## config.mk

```make
export PLATFORM = sky130hd
export DESIGN_NAME = ram_arbiter
export DESIGN_NICKNAME = d
export VERILOG_FILES = /design/src/rtl/ram_arbiter.sv
export SDC_FILE = /design/constraint.sdc
export NUM_CORES = 1
export LEC_CHECK = 0
export ABC_AREA = 0
export CORE_ASPECT_RATIO = 0.9
export CORE_UTILIZATION = 33
export DETAILED_ROUTE_END_ITERATION = 12
export GPL_TIMING_DRIVEN = 0
export SLEW_MARGIN = 20
export SYNTH_ARGS = -nofsm -noshare
export SYNTH_HDL_FRONTEND = slang
export SYNTH_SLANG_ARGS = --single-unit
```

## constraint.sdc

```tcl
create_clock -name clock -period 2.1 [get_ports clock]
set_input_delay 0.21 -clock clock [delete_from_list [all_inputs] [get_ports clock]]
set_output_delay 0.21 -clock clock [all_outputs]
set_load 0.005 [all_outputs]
```

## src/rtl/ram_arbiter.sv

```systemverilog
// ram_arbiter: shares one slow external RAM port between the instruction
// fetch requester (m0) and the data requester (m1) of the core.
//
// Pulsed requests are latched into per-requester pending slots, arbitrated
// round-robin, and issued one at a time on the s_* port. Each s_ready is
// routed back to the requester that owns the in-flight transaction.
//
// Ports:
//   clock, reset                 system clock, synchronous active-high reset
//   mX_valid/instr/addr/wdata/wstrb  request pulse and its payload (X = 0, 1)
//   mX_rdata/ready/error         registered response, one-cycle ready pulse
//   s_valid/instr/addr/wdata/wstrb   registered one-cycle request to the RAM
//   s_rdata/s_ready              RAM response
//
// Optional build macro RAM_ARBITER_TIMEOUT_EN: a BUSY watchdog that forces
// an error completion after timeout_cycles cycles without s_ready. Without
// it BUSY waits indefinitely and mX_error is constant 0.
module ram_arbiter #(
  parameter int addr_width     = 32,
  parameter int data_width     = 32,
  parameter int timeout_cycles = 1024
) (
  input  logic                    clock,
  input  logic                    reset,
  input  logic                    m0_valid,
  input  logic                    m0_instr,
  input  logic [addr_width-1:0]   m0_addr,
  input  logic [data_width-1:0]   m0_wdata,
  input  logic [data_width/8-1:0] m0_wstrb,
  output logic [data_width-1:0]   m0_rdata,
  output logic                    m0_ready,
  output logic                    m0_error,
  input  logic                    m1_valid,
  input  logic                    m1_instr,
  input  logic [addr_width-1:0]   m1_addr,
  input  logic [data_width-1:0]   m1_wdata,
  input  logic [data_width/8-1:0] m1_wstrb,
  output logic [data_width-1:0]   m1_rdata,
  output logic                    m1_ready,
  output logic                    m1_error,
  output logic                    s_valid,
  output logic                    s_instr,
  output logic [addr_width-1:0]   s_addr,
  output logic [data_width-1:0]   s_wdata,
  output logic [data_width/8-1:0] s_wstrb,
  input  logic [data_width-1:0]   s_rdata,
  input  logic                    s_ready
);
  localparam int sw = data_width/8;

  typedef struct packed {
    logic                  instr;
    logic [addr_width-1:0] addr;
    logic [data_width-1:0] wdata;
    logic [sw-1:0]         wstrb;
  } req_t;

  typedef enum logic {IDLE, BUSY} state_t;

  state_t state, state_nxt;
  req_t   req0, req1;
  logic   pend0, pend1;
  logic   last_grant;   // 0 = m0, 1 = m1
  logic   owner;        // requester of the in-flight transaction
  logic   gnt, gsel, done;
  logic [data_width-1:0] rsp_data;

`ifdef RAM_ARBITER_TIMEOUT_EN
  localparam int cw = $clog2(timeout_cycles + 1);
  logic [cw-1:0] cnt;
  logic          tmo;
`endif

  always_ff @(posedge clock) begin
    if (reset) state <= IDLE;
    else       state <= state_nxt;
  end

  always_comb begin
    state_nxt = state;
    gnt       = 1'b0;
    gsel      = 1'b0;
    done      = 1'b0;
    rsp_data  = s_rdata;
`ifdef RAM_ARBITER_TIMEOUT_EN
    tmo       = 1'b0;
`endif
    case (state)
      IDLE: if (pend0 || pend1) begin
        gnt       = 1'b1;
        // on a tie the requester that did not win last time goes first
        gsel      = (pend0 && pend1) ? ~last_grant : pend1;
        state_nxt = BUSY;
      end
      BUSY: begin
        if (s_ready) begin
          done      = 1'b1;
          state_nxt = IDLE;
        end
`ifdef RAM_ARBITER_TIMEOUT_EN
        else if (cnt == cw'(timeout_cycles - 1)) begin
          done      = 1'b1;
          tmo       = 1'b1;
          rsp_data  = '0;
          state_nxt = IDLE;
        end
`endif
      end
      default: state_nxt = IDLE;
    endcase
  end

  always_ff @(posedge clock) begin
    if (reset) begin
      req0       <= '0;
      req1       <= '0;
      pend0      <= 1'b0;
      pend1      <= 1'b0;
      last_grant <= 1'b1;
      owner      <= 1'b0;
      s_valid    <= 1'b0;
      s_instr    <= 1'b0;
      s_addr     <= '0;
      s_wdata    <= '0;
      s_wstrb    <= '0;
      m0_rdata   <= '0;
      m1_rdata   <= '0;
      m0_ready   <= 1'b0;
      m1_ready   <= 1'b0;
    end else begin
      s_valid  <= 1'b0;
      m0_ready <= 1'b0;
      m1_ready <= 1'b0;
      // a request pulse while its slot is full is dropped
      if (m0_valid && !pend0) begin
        req0  <= '{m0_instr, m0_addr, m0_wdata, m0_wstrb};
        pend0 <= 1'b1;
      end
      if (m1_valid && !pend1) begin
        req1  <= '{m1_instr, m1_addr, m1_wdata, m1_wstrb};
        pend1 <= 1'b1;
      end
      if (gnt) begin
        s_valid    <= 1'b1;
        {s_instr, s_addr, s_wdata, s_wstrb} <= gsel ? req1 : req0;
        owner      <= gsel;
        last_grant <= gsel;
      end
      // pend is only ever set while clear, so clearing here cannot collide
      if (done) begin
        if (owner) begin
          m1_ready <= 1'b1;
          m1_rdata <= rsp_data;
          pend1    <= 1'b0;
        end else begin
          m0_ready <= 1'b1;
          m0_rdata <= rsp_data;
          pend0    <= 1'b0;
        end
      end
    end
  end

`ifdef RAM_ARBITER_TIMEOUT_EN
  always_ff @(posedge clock) begin
    if (reset) begin
      cnt      <= '0;
      m0_error <= 1'b0;
      m1_error <= 1'b0;
    end else begin
      m0_error <= tmo && !owner;
      m1_error <= tmo && owner;
      if (gnt || tmo)                   cnt <= '0;
      else if (state == BUSY && !s_ready) cnt <= cnt + 1'b1;
    end
  end
`else
  assign m0_error = 1'b0;
  assign m1_error = 1'b0;
`endif

endmodule

```

==> implementation parameters <==
Parameter                              Value

Synth
  Syn Inst Count    1174
  Yosys top cell by area    sky130_fd_sc_hd__dfxtp_1
  Yosys warns    0
  Top cells by count, synth    sky130_fd_sc_hd__dfxtp_1, sky130_fd_sc_hd__nand2_1, sky130_fd_sc_hd__a21oi_1
  Area fraction of the dominant cell type after synthesis    54.6%
  Number of library cell types mapped by synthesis    25
  Most used flip-flop cell after synthesis    sky130_fd_sc_hd__dfxtp_1
  Async set-reset flop share out of synthesis    0%
  Area of the mapped netlist    10200 um^2
  Most frequent cell after synthesis    sky130_fd_sc_hd__dfxtp_1
  Number of register bits inferred by synthesis    279
  Fraction of the yosys area taken by sequential cells    54.6%
  Count of flip-flops with a built-in enable after synthesis    0
  Average cell area after synthesis    8.72 um^2
  Dominant cells by area after synthesis    sky130_fd_sc_hd__dfxtp_1, sky130_fd_sc_hd__a2111oi_0, sky130_fd_sc_hd__nand2_1

Finish
  Ratio of cells with drive above 1 in the final layout    5.62%
  # fillers    2906
  Area growth syn-to-layout    45.3%
  Final cell area excluding filler cells    14900 um^2
  Final non-filler cell total    1937
  Number of nets in the layout    1684

Placed design
  Count of input and output buffers    309
  DP Area    13800 um^2
  Post-detail-place hpwl    25200 um
  Final Wtd Congestion    0.799
  Cell total after placement    1887

Timing
  Worst Clk Skew    12.9 ps
  Transition at the pin with the smallest max-transition slack    732 ps
  Number of hold violations in the final report    0
  Final Critical Period    1990 ps
  TNS Setup    0 ps
  Final worst hold slack    212 ps
  Setup violations, final    0
  Fin. max-slew vios    0
  Share of the clock period used by the worst path    94.8%
  Maximum clock frequency    502 MHz
  Slew margin rel.    51.2%
  Setup repair after global routing missed its margin    true

Floorplanning
  Die area    31700 um^2
  Vertical die dimension    169 um
  I/O pin count    313
  Initial Util    33.9%
  Core ar.    30200 um^2
  Die width    188 um
  Std-Cell Rows    60

CTS
  Clk pin slew, worst setup/hold paths    60 ps
  CTS tree    yes
  # hold bufs at CTS    0
  Root buffer cell    sky130_fd_sc_hd__clkbuf_16
  Count of clock tree sinks    279
  Inserted Clock Buffers    29
  H-tree depth    1
  CTS Buffer Depth    3
  Insertion delay to the later sink of the worst-skew pair    540 ps

Routing
  Drt pass-1 iters    5
  Post-DRT Antenna Nets    0
  Per-cell via count in the routed design    4.92
  Total via count after detailed routing    9531
  DRC violation count after routing    0
  DRT Wirelength    34000 um
  Routed length per placed instance    17.6 um
  Number of DRC markers after the initial detailed-route iteration    491

Worst setup path
  FF-to-FF path depth    6
  Family with the most delay on the worst path    buffers and inverters
  Longest individual stage delay on the worst path    420 ps
  Critical path arrival    2450 ps
  Type of the worst setup path    reg -> reg
  Worst path most repeated cell    sky130_fd_sc_hd__buf_2
  Worst reg-to-reg setup slack    110 ps
  Worst Setup End Kind    register
  Highest net fanout along the worst path    10
  Cell-by-cell trace of the critical path    buf_2, nand2b_2, buf_2, buf_2, nand2_1, a21oi_1
  Total buffers and inverters traversed by the critical path    3
  Critical Path Slowest Stage Cell    sky130_fd_sc_hd__dfxtp_1
  Kind of launch point of the worst setup path    register
  Start of the worst register-to-register path    pend1$_SDFF_PP0_
  Data required time at the worst endpoint    2560 ps
  Worst r2r dst    req1[64]$_SDFFE_PP0P_

Power
  Leakage power total    5.28 nW
  Max rail drop VDD    551 uV
  Pwr Total    0.0132 W
  Power per Cell Area    886 nW/um^2

GRT
  First-pass GRT wire length    52500 um
  Largest net degree at the start of global routing    15
  Antenna violations before repair    3
  Overall routing resource usage    20.9%
  Number of global-route vias before repair    9436
  Remaining global-route overflow    0

Min path
  Startpoint of the worst hold path    m0_wdata[15]
  Number of stages on the worst hold path    3
  Endpoint of the worst hold path    req0[19]$_SDFFE_PP0P_
  Worst min-delay path category    in -> reg

Outcome
  Status    complete, no violations

Flow run
  Number of maximum-capacitance violations    0
[worst reg2reg max path, cell delays in order, from the launching register on]
cell and delay (ps):
sky130_fd_sc_hd__dfxtp_1 420, sky130_fd_sc_hd__buf_2 320, sky130_fd_sc_hd__nand2b_2 360, sky130_fd_sc_hd__buf_2 300
sky130_fd_sc_hd__buf_2 300, sky130_fd_sc_hd__nand2_1 90, sky130_fd_sc_hd__a21oi_1 140
[what timing repair did]
item	4_1_cts	5_1_grt
gates resized for setup	17	7
endpoints found under the setup margin	249	30
pin swaps	0	0
setup buffers	0	0
[state kept, by name, indices dropped and copies added (netlist names), 4 cells and up]
register,cells
s_wstrb,4
s_wdata,32
m1_rdata,32
req1,69
req0,69
m0_rdata,32
s_addr,32
[per-stage QoR]
step,util [%],setup slack [ps]
after floorplan,-,524
after global placement,45.8,-796
after detailed placement,45.8,-741
after CTS,49.3,29.1
after global routing,49.3,-50.2
final,49.3,109
[final cells by class]
class,instances,area [um^2],area share [%]
antenna,3,7.51,0.0505
multi-input combinational,710,3970,26.7
clock buffer,40,837,5.63
tap,403,504,3.39
sequential,279,5590,37.6
clock inverter,13,154,1.03
inverter,70,263,1.77
buffer,110,462,3.10
timing repair buffer,309,3090,20.8
[how the worst max path moves through the flow]
stage / startpoint / to / slack (ps) / cells past startpoint
2_1_floorplan: state$_SDFF_PP0_ / s_addr[21]$_SDFFE_PP0P_ / 520 / 7
3_3_place_gp: reset / req1[64]$_SDFFE_PP0P_ / -800 / 5
3_5_place_dp: reset / req1[64]$_SDFFE_PP0P_ / -740 / 5
4_1_cts: pend0$_SDFF_PP0_ / req0[57]$_SDFFE_PP0P_ / 30 / 6
5_1_grt: pend1$_SDFF_PP0_ / s_addr[3]$_SDFFE_PP0P_ / -50 / 4
6_report: pend1$_SDFF_PP0_ / req1[64]$_SDFFE_PP0P_ / 110 / 6
[kinds of logic (layout without fill, tap and decap cells)]
| kind of cell | count (synthesis) | after routing | share of synthesized area [%] |
|---|---|---|---|
| and+or+nand+nor | 359 | 359 | 13.4 |
| other | 1 | 5 | 0.0366 |
| DFF | 279 | 279 | 54.6 |
| buffers and inverters | 186 | 542 | 7.20 |
| AOI/OAI and AO/OA | 349 | 349 | 24.7 |
[routing by layer]
| metal | global-route usage, % | wire length [um] |
|---|---|---|
| met2 | 34.1 | 15500 |
| met1 | 28.8 | 16000 |
| met3 | 3.01 | 1620 |
| met4 | 6.01 | 879 |
| met5 | 0 | 0 |
[cells in the final DEF, fill, tap and decap left out, types with 2 or more instances in the layout]
cell / instances
sky130_fd_sc_hd__a2111oi_0: 126
sky130_fd_sc_hd__a2111oi_1: 10
sky130_fd_sc_hd__a2111oi_2: 2
sky130_fd_sc_hd__a21oi_1: 139
sky130_fd_sc_hd__a22o_1: 64
sky130_fd_sc_hd__buf_1: 3
sky130_fd_sc_hd__buf_2: 15
sky130_fd_sc_hd__buf_4: 4
sky130_fd_sc_hd__bufinv_16: 3
sky130_fd_sc_hd__clkbuf_1: 85
sky130_fd_sc_hd__clkbuf_16: 29
sky130_fd_sc_hd__clkbuf_2: 6
sky130_fd_sc_hd__clkbuf_8: 7
sky130_fd_sc_hd__clkdlybuf4s50_1: 309
sky130_fd_sc_hd__clkinv_2: 6
sky130_fd_sc_hd__clkinv_4: 2
sky130_fd_sc_hd__conb_1: 2
sky130_fd_sc_hd__dfxtp_1: 277
sky130_fd_sc_hd__dfxtp_2: 2
sky130_fd_sc_hd__diode_2: 3
sky130_fd_sc_hd__inv_1: 70
sky130_fd_sc_hd__nand2_1: 277
sky130_fd_sc_hd__nand3b_1: 2
sky130_fd_sc_hd__nor2_1: 70
sky130_fd_sc_hd__nor2b_1: 2
sky130_fd_sc_hd__o21a_1: 2
sky130_fd_sc_hd__o21ai_0: 2
[where the power goes]
part / leakage [nW] / internal, W / switching (W)
combinational: 2.50 / 0.000993 / 0.00101
sequential: 2.29 / 0.00567 / 0.000230
clock: 0.491 / 0.00315 / 0.00213
Note: power is estimated with default switching activity, not from simulation.
